$ cat src/rtl/dff_bank_arbiter.sv
// Four-requester arbiter that owns one shared WIDTH-bit register, loads the winner's lane and holds it
// for a bounded window. Define DFF_ARB_FIXED_PRIORITY_EN for lowest-index-wins selection instead of round-robin.
module dff_bank_arbiter #(
    parameter int WIDTH       = 8,
    parameter int HOLD_CYCLES = 4
) (
    input  logic                 clk,
    input  logic                 reset,
    input  logic [3:0]           req,
    input  logic [4*WIDTH-1:0]   wr_data,
    output logic [3:0]           grant,
    output logic                 ack,
    output logic                 busy,
    output logic [WIDTH-1:0]     q,
    output logic [1:0]           fsm_state
);

    typedef enum logic [1:0] {
        IDLE  = 2'd0,
        GRANT = 2'd1,
        HOLD  = 2'd2
    } state_t;

    state_t           state;
    state_t           next_state;
    logic [1:0]       owner;
    logic [1:0]       winner;
    logic [7:0]       hold_cnt;
    logic             hold_done;
    logic [WIDTH-1:0] lane;

    assign fsm_state = state;
    assign lane      = wr_data[owner*WIDTH +: WIDTH];
    assign hold_done = !req[owner] || (hold_cnt == 8'd0);

`ifdef DFF_ARB_FIXED_PRIORITY_EN
    always_comb begin
        winner = 2'd0;
        if (req[0])      winner = 2'd0;
        else if (req[1]) winner = 2'd1;
        else if (req[2]) winner = 2'd2;
        else if (req[3]) winner = 2'd3;
    end
`else
    logic [1:0] ptr;

    // Search starts at ptr and wraps 3->0; 2-bit addition gives the wrap for free.
    always_comb begin
        logic       found;
        logic [1:0] idx;
        winner = 2'd0;
        found  = 1'b0;
        idx    = 2'd0;
        for (int k = 0; k < 4; k++) begin
            idx = ptr + 2'(k);
            if (!found && req[idx]) begin
                winner = idx;
                found  = 1'b1;
            end
        end
    end
`endif

    always_ff @(posedge clk) begin
        if (reset) state <= IDLE;
        else       state <= next_state;
    end

    always_comb begin
        next_state = state;
        case (state)
            IDLE:    if (req != 4'd0) next_state = GRANT;
            GRANT:   next_state = HOLD;
            HOLD:    if (hold_done) next_state = IDLE;
            default: next_state = IDLE;
        endcase
    end

    // Outputs are registered so no path exists from req/wr_data to any port.
    always_ff @(posedge clk) begin
        if (reset) begin
            grant    <= 4'd0;
            ack      <= 1'b0;
            busy     <= 1'b0;
            q        <= '0;
            owner    <= 2'd0;
            hold_cnt <= 8'd0;
`ifndef DFF_ARB_FIXED_PRIORITY_EN
            ptr      <= 2'd0;
`endif
        end else begin
            ack <= 1'b0;
            case (state)
                IDLE: begin
                    if (req != 4'd0) begin
                        grant <= 4'b0001 << winner;
                        busy  <= 1'b1;
                        owner <= winner;
                    end
                end
                GRANT: begin
                    q        <= lane;
                    ack      <= 1'b1;
                    hold_cnt <= 8'(HOLD_CYCLES - 1);
                end
                HOLD: begin
                    if (hold_done) begin
                        grant <= 4'd0;
                        busy  <= 1'b0;
`ifndef DFF_ARB_FIXED_PRIORITY_EN
                        ptr   <= owner + 2'd1;
`endif
                    end else begin
                        hold_cnt <= hold_cnt - 8'd1;
                    end
                end
                default: begin
                    grant <= 4'd0;
                    busy  <= 1'b0;
                end
            endcase
        end
    end

endmodule

$ cat config.mk
export PLATFORM = sky130hd
export DESIGN_NAME = dff_bank_arbiter
export DESIGN_NICKNAME = d
export VERILOG_FILES = /design/src/rtl/dff_bank_arbiter.sv
export SDC_FILE = /design/constraint.sdc
export NUM_CORES = 1
export LEC_CHECK = 0
export BUFFER_PORTS_ARGS = -buffer_cell sky130_fd_sc_hd__buf_2
export CAP_MARGIN = 20
export CORE_MARGIN = 1
export CORE_UTILIZATION = 52
export DETAILED_ROUTE_END_ITERATION = 10
export PLACE_DENSITY = 0.83
export SETUP_SLACK_MARGIN = 0.5
export SLEW_MARGIN = 40
export SYNTH_ARGS = -nofsm -noshare
export SYNTH_HDL_FRONTEND = slang
export SYNTH_SLANG_ARGS = --single-unit
$ cat constraint.sdc
create_clock -name clk -period 3 [get_ports clk]
set_input_delay 0.3 -clock clk [delete_from_list [all_inputs] [get_ports clk]]
set_output_delay 0.3 -clock clk [all_outputs]
set_load 0.01 [all_outputs]
== Word-level counts from Yosys, hierarchy flattened ==
Index checks and enable logic that the tools add are counted.

* Add/sub/neg operators: 5
* Order comparisons: 5
* Equal/unequal tests: 5
* Shift-type cells: 2
* Mux-type cells: 29
* Bitwise operators: 1
* Reductions and logical operators: 17

{| class="wikitable"
|+ Operators with widths
! operator !! count
|-
| 32-bit by 6-bit variable part select with 8-bit output || 1
|-
| 8-bit case mux with 2 select lines || 1
|-
| 2-bit by 3-bit less-than comparator with 1-bit output (second input constant) || 5
|-
| 2-bit two-way mux || 6
|-
| 4-bit case mux with 3 select lines || 1
|-
| 1-bit two-way mux || 11
|-
| 1-bit binary-select mux with 2-bit select || 5
|-
| 8-bit logical NOT || 1
|-
| 4-bit two-way mux || 2
|-
| 8-bit two-way mux || 1
|-
| 2-bit AND reduction || 4
|-
| 8-bit by 1-bit subtractor with 8-bit output (second input constant) || 1
|-
| 2-bit inequality test (second input constant) || 3
|-
| 2-bit case mux with 3 select lines || 1
|-
| 2-bit by 1-bit adder with 2-bit output (second input constant) || 2
|-
| 2-bit adder (second input constant) || 2
|-
| 1-bit logical NOT || 4
|-
| 4-bit nonzero test || 1
|-
| 1-bit by 2-bit left shift with 4-bit output (first input constant) || 1
|-
| 1-bit logical AND || 3
|-
| 1-bit case mux with 3 select lines || 1
|-
| 3-bit AND reduction || 1
|-
| 2-bit by 1-bit equality test with 1-bit output (second input constant) || 1
|-
| 2-bit equality test (second input constant) || 1
|-
| 4 further kinds || 4
|}

* Flip-flop bits (word level): 28
* Input bits: 38
* Output and inout bits: 16
* Logic and storage cells: 72

== Longest topological paths before layout ==
Gate-level depths: netlist (run 1).

* Depth in word-level cells: 15
* Mapped depth: 7
* Gate-level depth less buffers: 6

== Least setup slack after synthesis (run 1) ==
No wires, ideal clock.

* Kind: reg2reg
* From: register hold_cnt[0]
* To: register hold_cnt[4]
* Library setup time: 0.137 ns
* Data arrival time: 1.590 ns
* Required time: 2.863 ns
* Path slack: 1.273 ns
* Cell stages (with the launch flop): 8
* Path buffers: 1
* Period minus slack after synthesis: 1.727 ns
* Path through: dfxtp_1 > inv_1 > ha_1 > or3b_2 > o211a_1 > buf_6 > a21oi_1 > a211oi_2

* Cells in the longest elaborated chain, start to end: 4
* Elaborated cells on any way between the ends: 7
* Classes of those cells: 1 x add/sub; 1 x eq/ne; 2 x mux; 3 x reduce/logical

{| class="wikitable"
|+ RTL lines
! item !! RTL line !! text
|-
| start, declared || 28 || <nowiki>logic [7:0] hold_cnt;</nowiki>
|-
| start signal, assigned || 104 || <nowiki>hold_cnt <= 8'(HOLD_CYCLES - 1);</nowiki>
|-
| start signal, assigned || 114 || <nowiki>hold_cnt <= hold_cnt - 8'd1;</nowiki>
|-
| parallel branches: the longest is 4 deep, another holds 8-bit by 1-bit subtractor with 8-bit output || -- ||
|}

Several ways; the timed one is not identified. The select of a mux whose other input is x is not followed.
A chain may end at the register's enable or synchronous reset.

== Final worst setup path (run 1) ==
* From: register hold_cnt[0]
* To: register hold_cnt[1]

The elaborated chain is that of the path after synthesis.

==> results of run 1 <==
## per-layer routing
metal  part of all wire [%]  GRT usage (%)
met3                    2.9           3.72
met2                     53           44.1
met5                      0              0
met1                     42           27.6
met4                    1.5           8.21
## power by group through the flow
stage / Combinational, W / Sequential, W / Clock, W
2_1_floorplan: 0.000168 / 0.000437 / 0
3_3_place_gp: 0.000234 / 0.000434 / 0
3_5_place_dp: 0.000248 / 0.000436 / 0
4_1_cts: 0.000249 / 0.000428 / 0.000155
5_1_grt: 0.000269 / 0.000433 / 0.000172
6_report: 0.000247 / 0.000429 / 0.000151
## cells in the final DEF (no fill, tap or decap), types with 2 or more instances in the layout
master,synthesis,routed
a32o_1,4,4
a211oi_2,4,4
xnor2_1,3,3
a21oi_2,2,2
nand3_1,3,3
inv_1,5,5
ha_1,2,2
a211oi_1,4,4
nor3_1,2,2
a21o_1,2,2
or3_1,2,2
nand2b_1,5,5
buf_2,1,53
dfxtp_1,28,28
nand2_1,18,18
clkbuf_4,0,3
nor3_2,2,2
nor2_1,5,5
a21oi_1,16,16
o22ai_1,2,2
nor2b_1,4,3
mux4_2,9,9
## logic make-up (layout without fill, tap and decap cells)
logic type	Yosys count	count (layout)	synth area share, %
simple gates	47	47	16.7
flops	28	28	37.5
xor+xnor	3	3	1.76
buf+inv	14	62	4.10
compound gates	47	47	24.7
fa+ha+maj	2	2	1.67
mux	9	9	13.6
## flip-flops by register name, indices dropped and copies added, names as in the netlist
register   flops
fsm_state      2
ack            1
ptr            2
hold_cnt       8
owner          2
q              8
busy           1
grant          4
## worst max-delay path, delay by kind of cell (launching register included)
family                     cells  cell delay (ps)
buffers and inverters          1              110
AOI/OAI and AO/OA              2              480
adders and majority gates      1              140
and+or+nand+nor                2              710
DFF                            1              380
## layout make-up
class	count	area, sq um
inverter	5	18.8
sequential	28	561
multi-input combinational	108	876
clock buffer	3	22.5
fill	233	945
tap	31	38.8
timing repair buffer	54	273
## per-stage QoR
| step | std cells | area, sq um | setup WS (ps) |
|---|---|---|---|
| 3_5_place_dp | 226 | 1760 | 1080 |
| 5_1_grt | 229 | 1790 | 929 |
| 2_1_floorplan | 150 | 1500 | 1270 |
| 3_3_place_gp | 226 | 1760 | 1190 |
| 6_report | 229 | 1790 | 1050 |
| 4_1_cts | 229 | 1790 | 1050 |
## final timing paths
check / start / endpoint / slack [ps] / cells after the start
setup reg to reg: hold_cnt[0]$_SDFFE_PP0P_ / hold_cnt[1]$_SDFFE_PP0P_ / 1050 / 6
hold / removal: reset / ack$_SDFF_PP0_ / 420 / 2
hold reg to reg: q[6]$_SDFFE_PP0P_ / q[6]$_SDFFE_PP0P_ / 470 / 2
setup / recovery: hold_cnt[0]$_SDFFE_PP0P_ / hold_cnt[1]$_SDFFE_PP0P_ / 1050 / 6
==> run_results.csv, run 1 <==
group,metric,value,unit
logic_synthesis,ys_seq_elements,28,
floorplanning,rows,19,
cts,root_buffer,"clkbuf_4",
placed_design,dp_hpwl,2750,um
timing,finalSetupTns,0,ps
setup_path,end_kind,"flip-flop",
setup_path,crit_slowest_cell,"or3b_2",
logic_synthesis,synth-async-reset-ratio,0,%
cts,htreeDepth,1,
floorplanning,die_h,55.6,um
global_route,grt_pass1_vias,1286,
timing,final-max-slew-violation-count,0,
pwr,p_sw_share,31.4,%
setup_path,worstPathRequired,3200,ps
timing,worst_pin_slew,618,ps
route,dr.pass1.iters,4,
timing,maxSlewHeadroom,58.8,%
final_layout,area_growth,19.7,%
logic_synthesis,synthCells,150,
logic_synthesis,synth.top_cells.by_area,"dfxtp_1, mux4_2, a21oi_1, nand2_1, a211oi_2",
timing,min_period,1950,ps
logic_synthesis,synth_area,0.00150,sq mm
logic_synthesis,synth.top_cells.by_count,"dfxtp_1, nand2_1, a21oi_1, mux4_2, clkbuf_1",
pwr,peakVddDrop,455,uV
cts,post_cts.repair.setup_buffers,0,
setup_path,critPathKind,"flip-flop to flip-flop",
timing,fin_hold_ws,425,ps
pwr,total_power,0.000828,W
cts,cts.sinks,28,
floorplanning,core,0.00273,sq mm
final_layout,final_layout_size_suffix_gt1_share,40.4,%
flow_run,maxCapViolCount,0,
route,viasPerCell,5.95,
logic_synthesis,ys.warnings.count,0,
global_route,grt_max_degree,26,
timing,fmax,0.512,GHz
cts,cts_hold_buf,0,
route,routedWlPerCell,15.6,um
floorplanning,pin_count,54,
setup_path,crit_path_max_incr_delay,490,ps
timing,finalHoldViolations,0,
hold_path,min_path_type,"primary input to flip-flop",
pwr,intPower,0.000568,W
status,status,"finished, final reports clean",
timing,clock_skew,5.37,ps
cts,cts_resized,0,
floorplanning,start_util,54.7,%
final_layout,finalNetCount,240,
pwr,pwr-share-comb,29.9,%
floorplanning,design.die.area,0.00309,sq mm
global_route,grt-ovfl-total,0,
timing,fin_crit_sh,65.1,%
setup_path,path_cells,"inv_1 -> ha_1 -> or3b_2 -> o211a_1 -> nor3_2 -> a211oi_2",
floorplanning,die_w,55.6,um
logic_synthesis,syn_avg_cell_area,9.97,sq um
cts,insertion_delay,320,ps
timing,grt_setup_unrepaired,"no",
logic_synthesis,ys.flop_type,"dfxtp_1",
setup_path,cp-start-kind,"flip-flop",
pwr,cellPowerDensity,463,mW/mm^2
logic_synthesis,synth_cell_types,43,
setup_path,cp.arrival,2160,ps
setup_path,crit_fanout,11,
logic_synthesis,synth_fp_nets,190,
logic_synthesis,yosysSeqAreaShare,37.5,%
pwr,pwr-share-clk,18.3,%
pwr,leakage,0.763,nW
logic_synthesis,netlist.area_leader.share,37.5,%
route,initialDrtViolationCount,30,
logic_synthesis,yosys.area.top_type,"dfxtp_1",
logic_synthesis,synth_most_common_cell,"dfxtp_1",
cts,clock_path_buffers,2,
route,antenna_left,0,
cts,clk_pin_slew,140,ps
route,post-route-drc-count,0,
cts,cts-buffers-inserted,3,
global_route,grt_antenna_before_repair,0,
final_layout,final_core_util,65.4,%
route,wl,3570,um
placed_design,place.gp.congestion,0.744,
placed_design,io_buffers,53,
global_route,grt_pass1_wl,5790,um
global_route,grt_use_total,23.8,%
timing,setup_viol,0,
logic_synthesis,synth_edf_count,0,
pwr,power_frac_seq,51.8,%
final_layout,n_antenna_cell,0,
cts,cts_tree,"done",
pwr,switchingPower,0.000260,W
route,num_vias,1362,
No activity file was read; power rests on OpenSTA's default activity.
==> inputs of run 2 (changes only) <==
--- a/config.mk
+++ b/config.mk
@@ -8,9 +8,9 @@
 export BUFFER_PORTS_ARGS = -buffer_cell sky130_fd_sc_hd__buf_2
 export CAP_MARGIN = 20
 export CORE_MARGIN = 1
-export CORE_UTILIZATION = 52
+export CORE_UTILIZATION = 49
 export DETAILED_ROUTE_END_ITERATION = 10
-export PLACE_DENSITY = 0.83
+export PLACE_DENSITY = 0.79
 export SETUP_SLACK_MARGIN = 0.5
 export SLEW_MARGIN = 40
 export SYNTH_ARGS = -nofsm -noshare
==> constraint.sdc (replaced) <==
create_clock -name clk -period 2 [get_ports clk]
set_input_delay 0.2 -clock clk [delete_from_list [all_inputs] [get_ports clk]]
set_output_delay 0.2 -clock clk [all_outputs]
set_load 0.01 [all_outputs]
==> run 2 against run 1 <==
The flow now finishes with violations (design-rule violations); via count rose by 4.1%; largest power group unchanged; highest routed layer unchanged; sequential share of layout area decreased by 3.3 points; power rose by 78%; global-route usage is 1.3 points higher.
==> run_results.csv, run 2 (synthesized netlist as in run 1, its figures left out) <==
group,metric,value,unit
global_route,grt_use_met3,4.31,%
hold_path,min_path_type,"primary input to flip-flop",
placed_design,place.gp.congestion,0.817,
final_layout,n_fill_cell,218,
route,viasPerCell,5.81,
timing,setup_slack,278,ps
setup_path,crit_fanout,5,
setup_path,regToRegSetupSlack,280,ps
timing,worst_pin_slew,684,ps
route,routedWlPerCell,16.6,um
status,violations,"design-rule violations",
status,status,"finished, violations left",
placed_design,dp_hpwl,2740,um
pwr,intPower,0.00103,W
cts,cts_tree,"done",
cts,clk_pin_slew,160,ps
route,antenna_left,0,
final_layout,top_regs,"hold_cnt (8), q (8), grant (4)",
final_layout,area_growth,36.1,%
placed_design,io_buffers,53,
global_route,grt_antenna_before_repair,0,
global_route,grt-ovfl-total,0,
timing,final-max-slew-violation-count,0,
final_layout,layout_commonest_cell,"buf_2",
cts,clock_path_buffers,2,
global_route,grt_max_degree,26,
floorplanning,die_w,57.2,um
timing,maxSlewHeadroom,54.4,%
cts,cts-buffers-inserted,3,
pwr,power_frac_seq,43.4,%
floorplanning,core,0.00283,sq mm
pwr,pwr-share-clk,25.4,%
route,post-route-drc-count,1,
setup_path,crit_slowest_cell,"or4_4",
timing,clock_skew,17.7,ps
floorplanning,rows,19,
pwr,leakage,0.864,nW
setup_path,path_buf_inv,1,
hold_path,hold_path_depth,4,
setup_path,cp-start-kind,"flip-flop",
floorplanning,die_h,57.2,um
floorplanning,start_util,52.9,%
global_route,grt_pass1_vias,1311,
global_route,grt_use_total,25.0,%
route,dr.pass1.iters,7,
placed_design,pre_cts_ws,188,ps
setup_path,path_delay_family,"simple AND/OR/NAND/NOR gates",
final_layout,final_layout_size_suffix_gt1_share,50.2,%
hold_path,holdCritStartpoint,"wr_data[18]",
flow_run,maxCapViolCount,0,
hold_path,hold_path_end,"q[2]$_SDFFE_PP0P_",
pwr,peakVddDrop,775,uV
global_route,grt_pass1_wl,6280,um
setup_path,critPathKind,"flip-flop to flip-flop",
global_route,grtUsageMet2,46.6,%
setup_path,crit_path_max_incr_delay,580,ps
setup_path,worstPathRequired,2250,ps
timing,grt_setup_unrepaired,"yes",
cts,htreeDepth,1,
pwr,pwr-share-comb,31.2,%
timing,setup_viol,0,
pwr,switchingPower,0.000439,W
setup_path,cp.arrival,1980,ps
route,wl,4040,um
setup_path,rr_worst_depth,5,
cts,root_buffer,"clkbuf_4",
floorplanning,design.die.area,0.00328,sq mm
final_layout,n_antenna_cell,0,
timing,fmax,0.581,GHz
route,initialDrtViolationCount,61,
global_route,met1_usage,30.1,%
setup_path,end_kind,"flip-flop",
cts,cts.sinks,28,
final_layout,final_core_util,71.9,%
timing,finalSetupTns,0,ps
pwr,cellPowerDensity,724,mW/mm^2
timing,min_period,1720,ps
setup_path,path_cells,"or4_4 -> o211ai_4 -> buf_6 -> a21oi_4 -> a32o_1",
timing,fin_crit_sh,86.1,%
timing,finalHoldViolations,0,
floorplanning,pin_count,54,
pwr,p_sw_share,29.8,%
final_layout,layout_common_cells,"buf_2, dfxtp_1, nand2_1",
setup_path,timing.rr.start,"hold_cnt[4]$_SDFFE_PP0P_",
route,num_vias,1418,
setup_path,r2r-end,"grant[3]$_SDFFE_PP0P_",
cts,insertion_delay,340,ps
global_route,top_usage_layer,"met2",
final_layout,finalNetCount,254,
-- run 2: worst max-delay path by stage --
stage                                        start                       end  cells past startpoint
final                     hold_cnt[4]$_SDFFE_PP0P_     grant[3]$_SDFFE_PP0P_                      5
after global routing      hold_cnt[0]$_SDFFE_PP0P_     grant[3]$_SDFFE_PP0P_                      7
after CTS                 hold_cnt[1]$_SDFFE_PP0P_  hold_cnt[5]$_SDFFE_PP0P_                      7
after detailed placement  hold_cnt[1]$_SDFFE_PP0P_  hold_cnt[4]$_SDFFE_PP0P_                      6
after global placement    hold_cnt[1]$_SDFFE_PP0P_  hold_cnt[0]$_SDFFE_PP0P_                      6
after floorplan           hold_cnt[0]$_SDFFE_PP0P_  hold_cnt[0]$_SDFFE_PP0P_                      7
-- run 2: what timing repair did --
action | in CTS | in global routing
buffers inserted | 7 | 4
gates resized for setup | 13 | 10
hold buffers | 0 | 0
setup endpoints to repair | 16 | 17
pin swaps | 12 | 10
-- run 2: power by group through the flow --
stage               registers (W)  clock network (W)  logic (W)
CTS                      0.000636           0.000375   0.000428
detailed placement       0.000650                  0   0.000390
floorplan                0.000658                  0   0.000259
finish                   0.000640           0.000374   0.000459
global route             0.000645           0.000398   0.000499
global placement         0.000647                  0   0.000373
-- run 2: per-stage QoR --
step / hold WS, ps / total power [W] / instance area, sq um / instances
6_report: 318 / 0.00147 / 2030 / 244
5_1_grt: 325 / 0.00154 / 2030 / 244
4_1_cts: 313 / 0.00144 / 1960 / 240
3_5_place_dp: 444 / 0.00104 / 1800 / 229
3_3_place_gp: 440 / 0.00102 / 1800 / 229
2_1_floorplan: 340 / 0.000917 / 1510 / 150
-- run 2: worst register-to-register path, delay by kind of cell, from the launching register on --
| family | cells | cell delay, ps |
|---|---|---|
| AOI/OAI and AO/OA | 3 | 550 |
| and+or+nand+nor | 1 | 580 |
| DFF | 1 | 380 |
| buffers and inverters | 1 | 150 |
-- run 2: area by class of cell --
type                    count  area, sq um  area share (%)
multi-input cells         108          957            47.0
inverters                   5         23.8            1.17
clock buffers               3         22.5            1.11
repair buffers             68          393            19.3
well taps                  31         38.8            1.91
flip-flops and latches     28          569            28.0
clock inverters             1         30.0            1.48
-- run 2: per-layer routing --
metal | wire length, um | share of wire, %
met1 | 1620 | 40
met2 | 2290 | 57
met3 | 113 | 2.8
met4 | 23 | 0.57
met5 | 0 | 0
==> inputs of run 3 (changes only) <==
--- a/config.mk
+++ b/config.mk
@@ -7,6 +7,7 @@
 export LEC_CHECK = 0
 export BUFFER_PORTS_ARGS = -buffer_cell sky130_fd_sc_hd__buf_2
 export CAP_MARGIN = 20
+export CORE_ASPECT_RATIO = 0.5
 export CORE_MARGIN = 1
 export CORE_UTILIZATION = 49
 export DETAILED_ROUTE_END_ITERATION = 10
==> constraint.sdc (replaced) <==
create_clock -name clk -period 1.95 [get_ports clk]
set_input_delay 0.195 -clock clk [delete_from_list [all_inputs] [get_ports clk]]
set_output_delay 0.195 -clock clk [all_outputs]
set_load 0.01 [all_outputs]
==> run 3 against run 2 <==
The flow now finishes without violations; sequential share of layout area grew 0.91 points; via count decreased by 0.49%; core utilization down 0.090 points; clock-buffer cell count up 1; maximum frequency is 1.9% higher.
==> run_results.csv, run 3 (synthesized netlist as in run 1, its figures left out) <==
group,metric,value,unit
setup_path,end_kind,"flip-flop",
setup_path,path_cells,"or4_4 -> o211ai_4 -> a21oi_4 -> a32o_2",
floorplanning,design.die.area,0.00329,sq mm
cts,root_buffer,"clkbuf_8",
cts,insertion_delay,280,ps
floorplanning,core,0.00275,sq mm
timing,maxSlewHeadroom,64.2,%
cts,clk_pin_slew,90,ps
floorplanning,pin_count,54,
final_layout,final_core_util,71.8,%
placed_design,io_buffers,53,
final_layout,n_antenna_cell,0,
setup_path,crit_slowest_cell,"or4_4",
pwr,peakVddDrop,399,uV
timing,fin_hold_ws,380,ps
hold_path,holdCritStartpoint,"reset",
setup_path,cp-start-kind,"flip-flop",
placed_design,place.gp.congestion,0.845,
timing,finalSetupTns,0,ps
final_layout,layout_commonest_cell,"buf_2",
floorplanning,die_h,41.1,um
cts,htreeDepth,1,
setup_path,cp.arrival,1870,ps
setup_path,crit_path_max_incr_delay,570,ps
cts,cts_tree,"done",
final_layout,layout_common_cells,"buf_2, dfxtp_1, nand2_1",
final_layout,area_growth,32.0,%
route,antenna_left,0,
route,initialDrtViolationCount,40,
global_route,grt_max_degree,26,
final_layout,finalNetCount,251,
floorplanning,rows,13,
final_layout,top_regs,"hold_cnt (8), q (8), grant (4)",
flow_run,maxCapViolCount,0,
setup_path,worstPathRequired,2130,ps
timing,fmax,0.592,GHz
timing,grt_setup_unrepaired,"yes",
pwr,leakage,0.835,nW
route,num_vias,1411,
status,status,"finished, final reports clean",
timing,worst_pin_slew,537,ps
pwr,cellPowerDensity,734,mW/mm^2
route,dr.pass1.iters,4,
setup_path,setup.worst_path.start,"hold_cnt[6]$_SDFFE_PP0P_",
cts,cts-buffers-inserted,3,
timing,setup_viol,0,
global_route,grt_pass1_wl,5520,um
setup_path,crit_fanout,6,
timing,finalHoldViolations,0,
global_route,grt_antenna_before_repair,0,
setup_path,timing.rr.start,"hold_cnt[6]$_SDFFE_PP0P_",
cts,clock_path_buffers,2,
route,viasPerCell,5.71,
hold_path,min_path_type,"primary input to flip-flop",
timing,min_period,1690,ps
global_route,grt-ovfl-total,0,
route,wl,3580,um
floorplanning,die_w,80.1,um
route,routedWlPerCell,14.5,um
final_layout,final_layout_size_suffix_gt1_share,49.5,%
floorplanning,start_util,54.4,%
timing,clock_skew,2.58,ps
route,post-route-drc-count,0,
global_route,grt_pass1_vias,1212,
global_route,grt_use_total,23.0,%
placed_design,dp_hpwl,2530,um
cts,cts.sinks,28,
setup_path,critPathKind,"flip-flop to flip-flop",
timing,final-max-slew-violation-count,0,
timing,fin_crit_sh,86.7,%
[run 3: changes by cell type in the layout (fill, tap and decap cells not counted), sizes merged]
cell,change
bufinv,-1
buf,-3
clkbuf,+1
[run 3: area by class of cell]
| class | instances | area, sq um |
|---|---|---|
| Timing Repair Buffer | 65 | 367 |
| Tap cell | 37 | 46.3 |
| Multi-Input combinational cell | 108 | 915 |
| Inverter | 5 | 21.3 |
| Sequential cell | 28 | 571 |
| Fill cell | 207 | 774 |
| Clock buffer | 4 | 55.1 |
[run 3: per-layer routing]
layer  up-vias  global-route usage (%)  wire [um]
li1        688                       -          -
met1       680                    29.2       1600
met2        40                    42.3       1820
met3         3                    4.44        145
met4         0                    5.36         14
met5         -                       0          0
[run 3: worst paths after layout]
path	to	slack (ps)	depth (start not counted)
setup / recovery	grant[1]$_SDFFE_PP0P_	260	4
hold / removal	ack$_SDFF_PP0_	380	2
setup reg to reg	grant[1]$_SDFFE_PP0P_	260	4
hold reg to reg	q[7]$_SDFFE_PP0P_	460	2
[run 3: per-stage QoR]
step,worst slack (ps),cell area (sq um),instances,total power [W]
2_1_floorplan,363,1510,150,0.000940
3_3_place_gp,257,1810,235,0.00105
3_5_place_dp,208,1810,235,0.00106
4_1_cts,262,1960,246,0.00145
5_1_grt,214,1970,247,0.00153
6_report,260,1970,247,0.00145
[run 3: timing repair]
action / CTS / global route
resized for setup: 13 / 4
endpoints found under the hold margin: 0 / 0
pin swaps: 12 / 7
endpoints found under the setup margin: 16 / 25
buffers inserted: 7 / 1
hold buffers: 0 / 0
[run 3: critical path, delay by kind of cell (launching register included)]
kind             cells  cell delay (ps)
AO/OA/AOI/OAI        3              680
AND/OR/NAND/NOR      1              570
flip-flops           1              330
[run 3: power by group]
part / internal [W] / total, W / switching (W)
clock: 0.000181 / 0.000360 / 0.000179
combinational: 0.000218 / 0.000438 / 0.000220
sequential: 0.000618 / 0.000651 / 0.0000329
